$ cat config.mk
export PLATFORM = sky130hd
export DESIGN_NAME = clock_period_meter
export DESIGN_NICKNAME = d
export VERILOG_FILES = /design/src/rtl/clock_meter_pkg.sv /design/src/rtl/sync_edge_detect.sv /design/src/rtl/clock_period_meter.sv
export SDC_FILE = /design/constraint.sdc
export NUM_CORES = 1
export LEC_CHECK = 0
export BUFFER_PORTS_ARGS = -buffer_cell sky130_fd_sc_hd__buf_2
export CORE_MARGIN = 2
export CORE_UTILIZATION = 50
export DETAILED_ROUTE_END_ITERATION = 16
export PLACE_DENSITY = 0.75
export RECOVER_POWER = 50
export SYNTH_ARGS = -nofsm -noshare
export SYNTH_HDL_FRONTEND = slang
export SYNTH_SLANG_ARGS = --single-unit
$ cat constraint.sdc
create_clock -name clk_in -period 1.78 [get_ports clk_in]
set_input_delay 0.356 -clock clk_in [delete_from_list [all_inputs] [get_ports clk_in]]
set_output_delay 0.356 -clock clk_in [all_outputs]
set_load 0.03 [all_outputs]
$ cat src/rtl/clock_meter_pkg.sv
// Shared types and constants for the clock-monitor blocks (period meter and friends).
package clock_meter_pkg;

  localparam logic [1:0] ENC_IDLE    = 2'd0;
  localparam logic [1:0] ENC_ARMED   = 2'd1;
  localparam logic [1:0] ENC_MEASURE = 2'd2;
  localparam logic [1:0] ENC_STALL   = 2'd3;

  typedef enum logic [1:0] {
    ST_IDLE    = ENC_IDLE,
    ST_ARMED   = ENC_ARMED,
    ST_MEASURE = ENC_MEASURE,
    ST_STALL   = ENC_STALL
  } meter_state_t;

  localparam int SYNC_STAGES_MIN = 2;

  // Fewer than two flops is not a safe synchronizer; quietly round up.
  function automatic int clamp_sync(input int n);
    return (n < SYNC_STAGES_MIN) ? SYNC_STAGES_MIN : n;
  endfunction

endpackage

$ cat src/rtl/sync_edge_detect.sv
// Multi-flop synchronizer for an asynchronous level plus rising-edge detect.
module sync_edge_detect
  import clock_meter_pkg::*;
#(
  parameter int SYNC_STAGES = 2
) (
  input  logic clk_in,
  input  logic reset,
  input  logic din,
  output logic s,
  output logic rise
);

  localparam int STAGES = clamp_sync(SYNC_STAGES);

  logic [STAGES-1:0] r_sync;
  logic              r_s_d;

  always_ff @(posedge clk_in or posedge reset) begin
    if (reset) begin
      r_sync <= '0;
      r_s_d  <= 1'b0;
    end else begin
      r_sync <= {r_sync[STAGES-2:0], din};
      r_s_d  <= r_sync[STAGES-1];
    end
  end

  assign s    = r_sync[STAGES-1];
  assign rise = s & ~r_s_d;

endmodule

$ cat src/rtl/clock_period_meter.sv
// Measures period (and high time with CLOCK_PERIOD_METER_DUTY_EN defined) of a slow
// signal in clk_in cycles; flags stall when no edge arrives within 2^WIDTH-1 cycles.
module clock_period_meter
  import clock_meter_pkg::*;
#(
  parameter int WIDTH       = 8,
  parameter int SYNC_STAGES = 2
) (
  input  logic             clk_in,
  input  logic             reset,
  input  logic             enable,
  input  logic             meas_in,
  output logic [WIDTH-1:0] period,
  output logic [WIDTH-1:0] high_time,
  output logic             valid,
  output logic             stalled,
  output logic             locked
);

  // Last count value from which a rise can still be represented (period = 2^WIDTH-1).
  localparam logic [WIDTH-1:0] CNT_LAST = {{(WIDTH-1){1'b1}}, 1'b0};

  meter_state_t     r_state;
  logic [WIDTH-1:0] r_cnt;
  logic [WIDTH-1:0] r_period;
  logic             r_valid;
  logic             r_stalled;
  logic             r_locked;
  logic             r_have_prev;
  logic [WIDTH-1:0] w_cnt_inc;
  logic             w_s;
  logic             w_rise;

  sync_edge_detect #(.SYNC_STAGES(SYNC_STAGES)) u_sync (
    .clk_in (clk_in),
    .reset  (reset),
    .din    (meas_in),
    .s      (w_s),
    .rise   (w_rise)
  );

  assign w_cnt_inc = r_cnt + 1'b1;

  always_ff @(posedge clk_in or posedge reset) begin
    if (reset) begin
      r_state     <= ST_IDLE;
      r_cnt       <= '0;
      r_period    <= '0;
      r_valid     <= 1'b0;
      r_stalled   <= 1'b0;
      r_locked    <= 1'b0;
      r_have_prev <= 1'b0;
    end else begin
      r_valid <= 1'b0;
      if (!enable) begin
        r_state     <= ST_IDLE;
        r_cnt       <= '0;
        r_stalled   <= 1'b0;
        r_locked    <= 1'b0;
        r_have_prev <= 1'b0;
      end else begin
        case (r_state)
          ST_IDLE: r_state <= ST_ARMED;
          ST_ARMED: begin
            if (w_rise) begin
              r_cnt       <= '0;
              r_have_prev <= 1'b0;
              r_state     <= ST_MEASURE;
            end
          end
          ST_MEASURE: begin
            if (w_rise) begin
              r_period    <= w_cnt_inc;
              r_valid     <= 1'b1;
              r_locked    <= r_have_prev && (w_cnt_inc == r_period);
              r_have_prev <= 1'b1;
              r_cnt       <= '0;
            end else if (r_cnt == CNT_LAST) begin
              r_state   <= ST_STALL;
              r_stalled <= 1'b1;
              r_locked  <= 1'b0;
            end else begin
              r_cnt <= w_cnt_inc;
            end
          end
          ST_STALL: begin
            // The reviving edge only restarts the count; it has no valid start point.
            if (w_rise) begin
              r_state     <= ST_MEASURE;
              r_cnt       <= '0;
              r_stalled   <= 1'b0;
              r_locked    <= 1'b0;
              r_have_prev <= 1'b0;
            end
          end
          default: r_state <= ST_IDLE;
        endcase
      end
    end
  end

`ifdef CLOCK_PERIOD_METER_DUTY_EN
  logic [WIDTH-1:0] r_hcnt;
  logic [WIDTH-1:0] r_high;

  // Rise cycle already has s high, so the high count starts at 1.
  always_ff @(posedge clk_in or posedge reset) begin
    if (reset) begin
      r_hcnt <= '0;
      r_high <= '0;
    end else if (!enable || r_state == ST_IDLE) begin
      r_hcnt <= '0;
    end else if (w_rise) begin
      if (r_state == ST_MEASURE) r_high <= r_hcnt;
      r_hcnt <= {{(WIDTH-1){1'b0}}, 1'b1};
    end else if (r_state == ST_MEASURE && r_cnt != CNT_LAST) begin
      r_hcnt <= r_hcnt + {{(WIDTH-1){1'b0}}, w_s};
    end
  end

  assign high_time = r_high;
`else
  logic w_unused_s;
  assign w_unused_s = w_s;
  assign high_time  = '0;
`endif

  assign period  = r_period;
  assign valid   = r_valid;
  assign stalled = r_stalled;
  assign locked  = r_locked;

endmodule

==> impl_table.tex <==
\begin{tabular}{lr}
\hline
Metric & Value \\
\hline
\multicolumn{2}{l}{\textbf{Hold path}} \\
\quad Start point of the worst hold path & meas\_in \\
\quad Hold Crit Depth & 1 \\
\quad Path category of the worst min-delay check & input port to flip-flop \\
\quad Hold-critical path endpoint & u\_sync.r\_sync[0] \\
\multicolumn{2}{l}{\textbf{Critical path}} \\
\quad Worst R2R Path Depth & 7 \\
\quad Biggest cell delay along the critical path & 430 ps \\
\quad Slack of the worst reg-to-reg path & -30 ps \\
\quad Max stage delay cell, worst path & sky130\_fd\_sc\_hd\_\_dfrtp\_1 \\
\quad Top Family by Delay on Critical Path & simple AND/OR/NAND/NOR gates \\
\quad Kind of start point of the critical path & flip-flop \\
\quad Worst Path Required & between 2000 and 2500 ps \\
\quad Arr. time, crit path & $\sim$2100 ps \\
\quad Largest fanout on the critical path & 2 \\
\quad Reg-to-Reg End & locked \\
\quad Critical Setup Path Class & flip-flop to flip-flop \\
\quad Cells along the critical path & ha\_4 -> xor2\_2 -> o2111ai\_2 -> a221oi\_2 -> nand4\_1 -> or3\_1 -> o21ai\_2 \\
\quad Worst path bufs/invs & 0 \\
\quad Kind of capture point of the worst setup path & flip-flop \\
\quad Launch instance of the worst register-to-register path & r\_cnt[1] \\
\multicolumn{2}{l}{\textbf{Clock network}} \\
\quad Worst-path clk slew & 140 ps \\
\quad Clock latency on the worst-skew pair & roughly 330 ps \\
\quad CTS tree & yes \\
\quad Sink count of the clock tree & 25 \\
\quad Number of levels the H-tree was split into & 1 \\
\quad Root buf cell & sky130\_fd\_sc\_hd\_\_clkbuf\_4 \\
\quad Number of hold buffers added after CTS & 0 \\
\quad Maximum buffer depth of the clock tree & 2 \\
\quad TritonCTS buffer count & 3 \\
\multicolumn{2}{l}{\textbf{Cells and area}} \\
\quad Fraction of layout instances using a drive strength above 1 & between 30 and 40\% \\
\quad Final core utilization & roughly 64\% \\
\quad Ant. Diodes & 0 \\
\quad P\&R area growth vs syn & 21.7\% \\
\quad Non-filler instance count after layout & between 200 and 250 \\
\quad Layout Nets & 210 \\
\multicolumn{2}{l}{\textbf{Floorplan}} \\
\quad Starting density of the core & 52.8\% \\
\quad Die H & roughly 58 µm \\
\quad Top-level I/O count & 23 \\
\quad Die X-Extent & 58.2 µm \\
\quad Die outline area & between 3000 and 4000 µm² \\
\quad Floorplan Core Area & 2780 µm² \\
\quad Site Rows & 19 \\
\multicolumn{2}{l}{\textbf{GRT}} \\
\quad GRT Resource Usage Total & $\sim$20\% \\
\quad Pin count of the biggest net entering global routing & 26 \\
\quad Overflow after GRT & 0 \\
\quad Global-route wire length before repair & between 5000 and 6000 µm \\
\quad Antenna violations before repair & 0 \\
\quad Number of global-route vias before repair & between 1000 and 1500 \\
\multicolumn{2}{l}{\textbf{Logic synthesis}} \\
\quad Share of synthesized flip-flops with an asynchronous set or reset & between 90\% and 100\% \\
\quad Number of synthesized register bits & 25 \\
\quad Arithmetic-cell share of the synthesized area counting full adders, half adders and majority gates & under 10\% \\
\quad Xor/xnor share of the synthesized area & under 10\% \\
\quad Area share of and/or/nand/nor cells after synthesis & between 10\% and 20\% \\
\quad Mux cell area share after synthesis & between 1 and 1.5\% \\
\quad Cell types occupying the most area after synthesis & sky130\_fd\_sc\_hd\_\_dfrtp\_1 43\%, sky130\_fd\_sc\_hd\_\_a21oi\_1 6.1\%, sky130\_fd\_sc\_hd\_\_xnor2\_1 4.8\% \\
\quad Most numerous cell in the Yosys netlist & sky130\_fd\_sc\_hd\_\_dfrtp\_1 \\
\quad Post-synthesis instance area & approximately 1500 µm² \\
\quad Compound-Gate Fraction of Synth Area & about 17\% \\
\quad Synth warnings & 0 \\
\quad Portion of synthesized cell area occupied by the leading cell type & $\sim$43\% \\
\quad Fraction of the yosys area taken by sequential cells & about 43\% \\
\quad Most used flip-flop cell after synthesis & sky130\_fd\_sc\_hd\_\_dfrtp\_1 \\
\quad Most common library cells after synthesis & 25 x sky130\_fd\_sc\_hd\_\_dfrtp\_1, 18 x sky130\_fd\_sc\_hd\_\_a21oi\_1, 17 x sky130\_fd\_sc\_hd\_\_nor2\_1 \\
\quad Combinational family with the most area after synthesis & simple AND/OR/NAND/NOR gates \\
\quad Synth area leader & sky130\_fd\_sc\_hd\_\_dfrtp\_1 \\
\quad Cells after Synth & 167 \\
\quad Post-synthesis average cell area & between 8 and 9 µm² \\
\quad Number of synthesized flops with an enable pin & 0 \\
\quad Count of distinct cell types in the synthesized netlist & 38 \\
\multicolumn{2}{l}{\textbf{STA}} \\
\quad Number of failing setup endpoints in the final timing report & 1 \\
\quad Maximum clock skew at final layout & roughly 3 ps \\
\quad Hold violation total from the final report & 0 \\
\quad Max Transition Viols Final & 0 \\
\quad Final worst-path setup slack & -29.3 ps \\
\quad Slew at the pin with the worst max-slew slack & between 1000 and 1500 ps \\
\quad Sum Neg Setup Slack & -29.3 ps \\
\quad Maximum frequency from static timing analysis & approximately 0.55 GHz \\
\quad RSZ-0062 raised after global routing & true \\
\quad Final min period & 1810 ps \\
\quad Period utilization & 102\% \\
\quad Worst max-slew margin expressed relative to the limit & under 10\% \\
\multicolumn{2}{l}{\textbf{Run status}} \\
\quad Outcome & complete, but fails checks \\
\quad Failing checks & setup timing \\
\multicolumn{2}{l}{\textbf{Pwr}} \\
\quad Power consumption & around 1.4 mW \\
\quad Static leakage & 0.809 nW \\
\quad Worst VDD drop & roughly 0.68 mV \\
\quad Areal power density over the cells & roughly 770 nW/µm² \\
\multicolumn{2}{l}{\textbf{Drt}} \\
\quad WL per Instance & 14.1 µm \\
\quad Final Routed Wirelength & about 3300 µm \\
\quad Drc violations & 0 \\
\quad Routed vias/inst & between 5 and 6 \\
\quad Vias post-DR & roughly 1400 \\
\quad Detail Route Antenna Nets & 0 \\
\quad Starting DRT DRC Count & slightly below 60 \\
\quad Detailed-router iteration count before antenna repair & 4 \\
\multicolumn{2}{l}{\textbf{Place}} \\
\quad Number of placed instances, taps included & 227 \\
\quad Count of input and output buffers & 14 \\
\quad Dpl hpwl & around 2300 µm \\
\quad Final Wtd Congestion & approximately 0.83 \\
\multicolumn{2}{l}{\textbf{Run}} \\
\quad Maxcap violations & 0 \\
\hline
\end{tabular}
placed cells by master (no fill, tap or decap), types with 2 or more instances in the layout:
cell type and instances:
sky130_fd_sc_hd__nor2_1 15, sky130_fd_sc_hd__o21ai_2 2, sky130_fd_sc_hd__buf_2 14, sky130_fd_sc_hd__mux2i_1 2, sky130_fd_sc_hd__o22ai_1 2, sky130_fd_sc_hd__and3_2 3
sky130_fd_sc_hd__a31oi_1 7, sky130_fd_sc_hd__conb_1 8, sky130_fd_sc_hd__nor2_2 2, sky130_fd_sc_hd__nor2b_1 4, sky130_fd_sc_hd__inv_1 5, sky130_fd_sc_hd__nand3b_1 2
sky130_fd_sc_hd__xor2_1 3, sky130_fd_sc_hd__buf_4 29, sky130_fd_sc_hd__nor3_1 2, sky130_fd_sc_hd__clkbuf_4 3, sky130_fd_sc_hd__nand3_1 7, sky130_fd_sc_hd__dfrtp_1 25
sky130_fd_sc_hd__nand2_1 14, sky130_fd_sc_hd__nand4_1 3, sky130_fd_sc_hd__xnor2_1 7, sky130_fd_sc_hd__a21oi_1 18, sky130_fd_sc_hd__o21ai_0 5
through the flow:
step	cell area [µm²]	worst slack (ps)	hold slack (ps)
2_1_floorplan	1510	17.8	331
3_3_place_gp	1690	-240	334
3_5_place_dp	1690	-375	349
4_1_cts	1750	-38.1	52.4
5_1_grt	1790	-142	106
6_report	1790	-29.3	121
area by class of cell:
type,instances,area [µm²]
clock inverter,1,5.00
timing repair buffer,44,292
multi-input combinational,124,781
tap,31,38.8
fill,221,995
clock buffer,3,22.5
sequential,25,626
inverter,6,22.5
worst register-to-register path, cell delays in order, from the launching register on:
cell                        delay, ps
sky130_fd_sc_hd__dfrtp_1          430
sky130_fd_sc_hd__ha_4             290
sky130_fd_sc_hd__xor2_2           170
sky130_fd_sc_hd__o2111ai_2        120
sky130_fd_sc_hd__a221oi_2         190
sky130_fd_sc_hd__nand4_1          100
sky130_fd_sc_hd__or3_1            330
sky130_fd_sc_hd__o21ai_2          110
state kept, by name (all words and copies together), names as in the netlist:
register,cells
valid,1
u_sync.r_s_d,1
locked,1
u_sync.r_sync,2
r_state,2
stalled,1
r_have_prev,1
period,8
r_cnt,8
power by group:
part	switching, mW	internal [mW]	total, mW
logic	0.274	0.152	0.426
registers	0.0564	0.624	0.681
clock network	0.184	0.0845	0.269
worst max-delay path by stage:
stage          cells past startpoint        to      from
3_5_place_dp                       6  r_cnt[6]  r_cnt[1]
6_report                           7    locked  r_cnt[1]
5_1_grt                            8    locked  r_cnt[1]
3_3_place_gp                       6  r_cnt[5]  r_cnt[1]
2_1_floorplan                      8    locked  r_cnt[0]
4_1_cts                            7    locked  r_cnt[1]
timing repair:
item / in CTS / in global routing
gates resized for setup: 7 / 6
buffers inserted: 0 / 3
setup endpoints to repair: 10 / 8
pin swaps: 0 / 2
per-layer routing:
| metal | vias to the layer above | wire, µm | track usage, % |
|---|---|---|---|
| met2 | 58 | 1700 | 35.2 |
| met4 | 0 | 64 | 7.97 |
| met3 | 10 | 174 | 2.01 |
| met5 | - | 0 | 0 |
| met1 | 659 | 1370 | 25.2 |
| li1 | 628 | - | - |
logic make-up (layout without fill, tap and decap cells):
family	Yosys count	count (layout)
flops	25	25
fa+ha+maj	2	2
mux	2	2
buf+inv	25	54
compound gates	41	41
other cells	1	8
simple gates	59	59
xor+xnor	12	12
(Power assumes the default switching activity.)
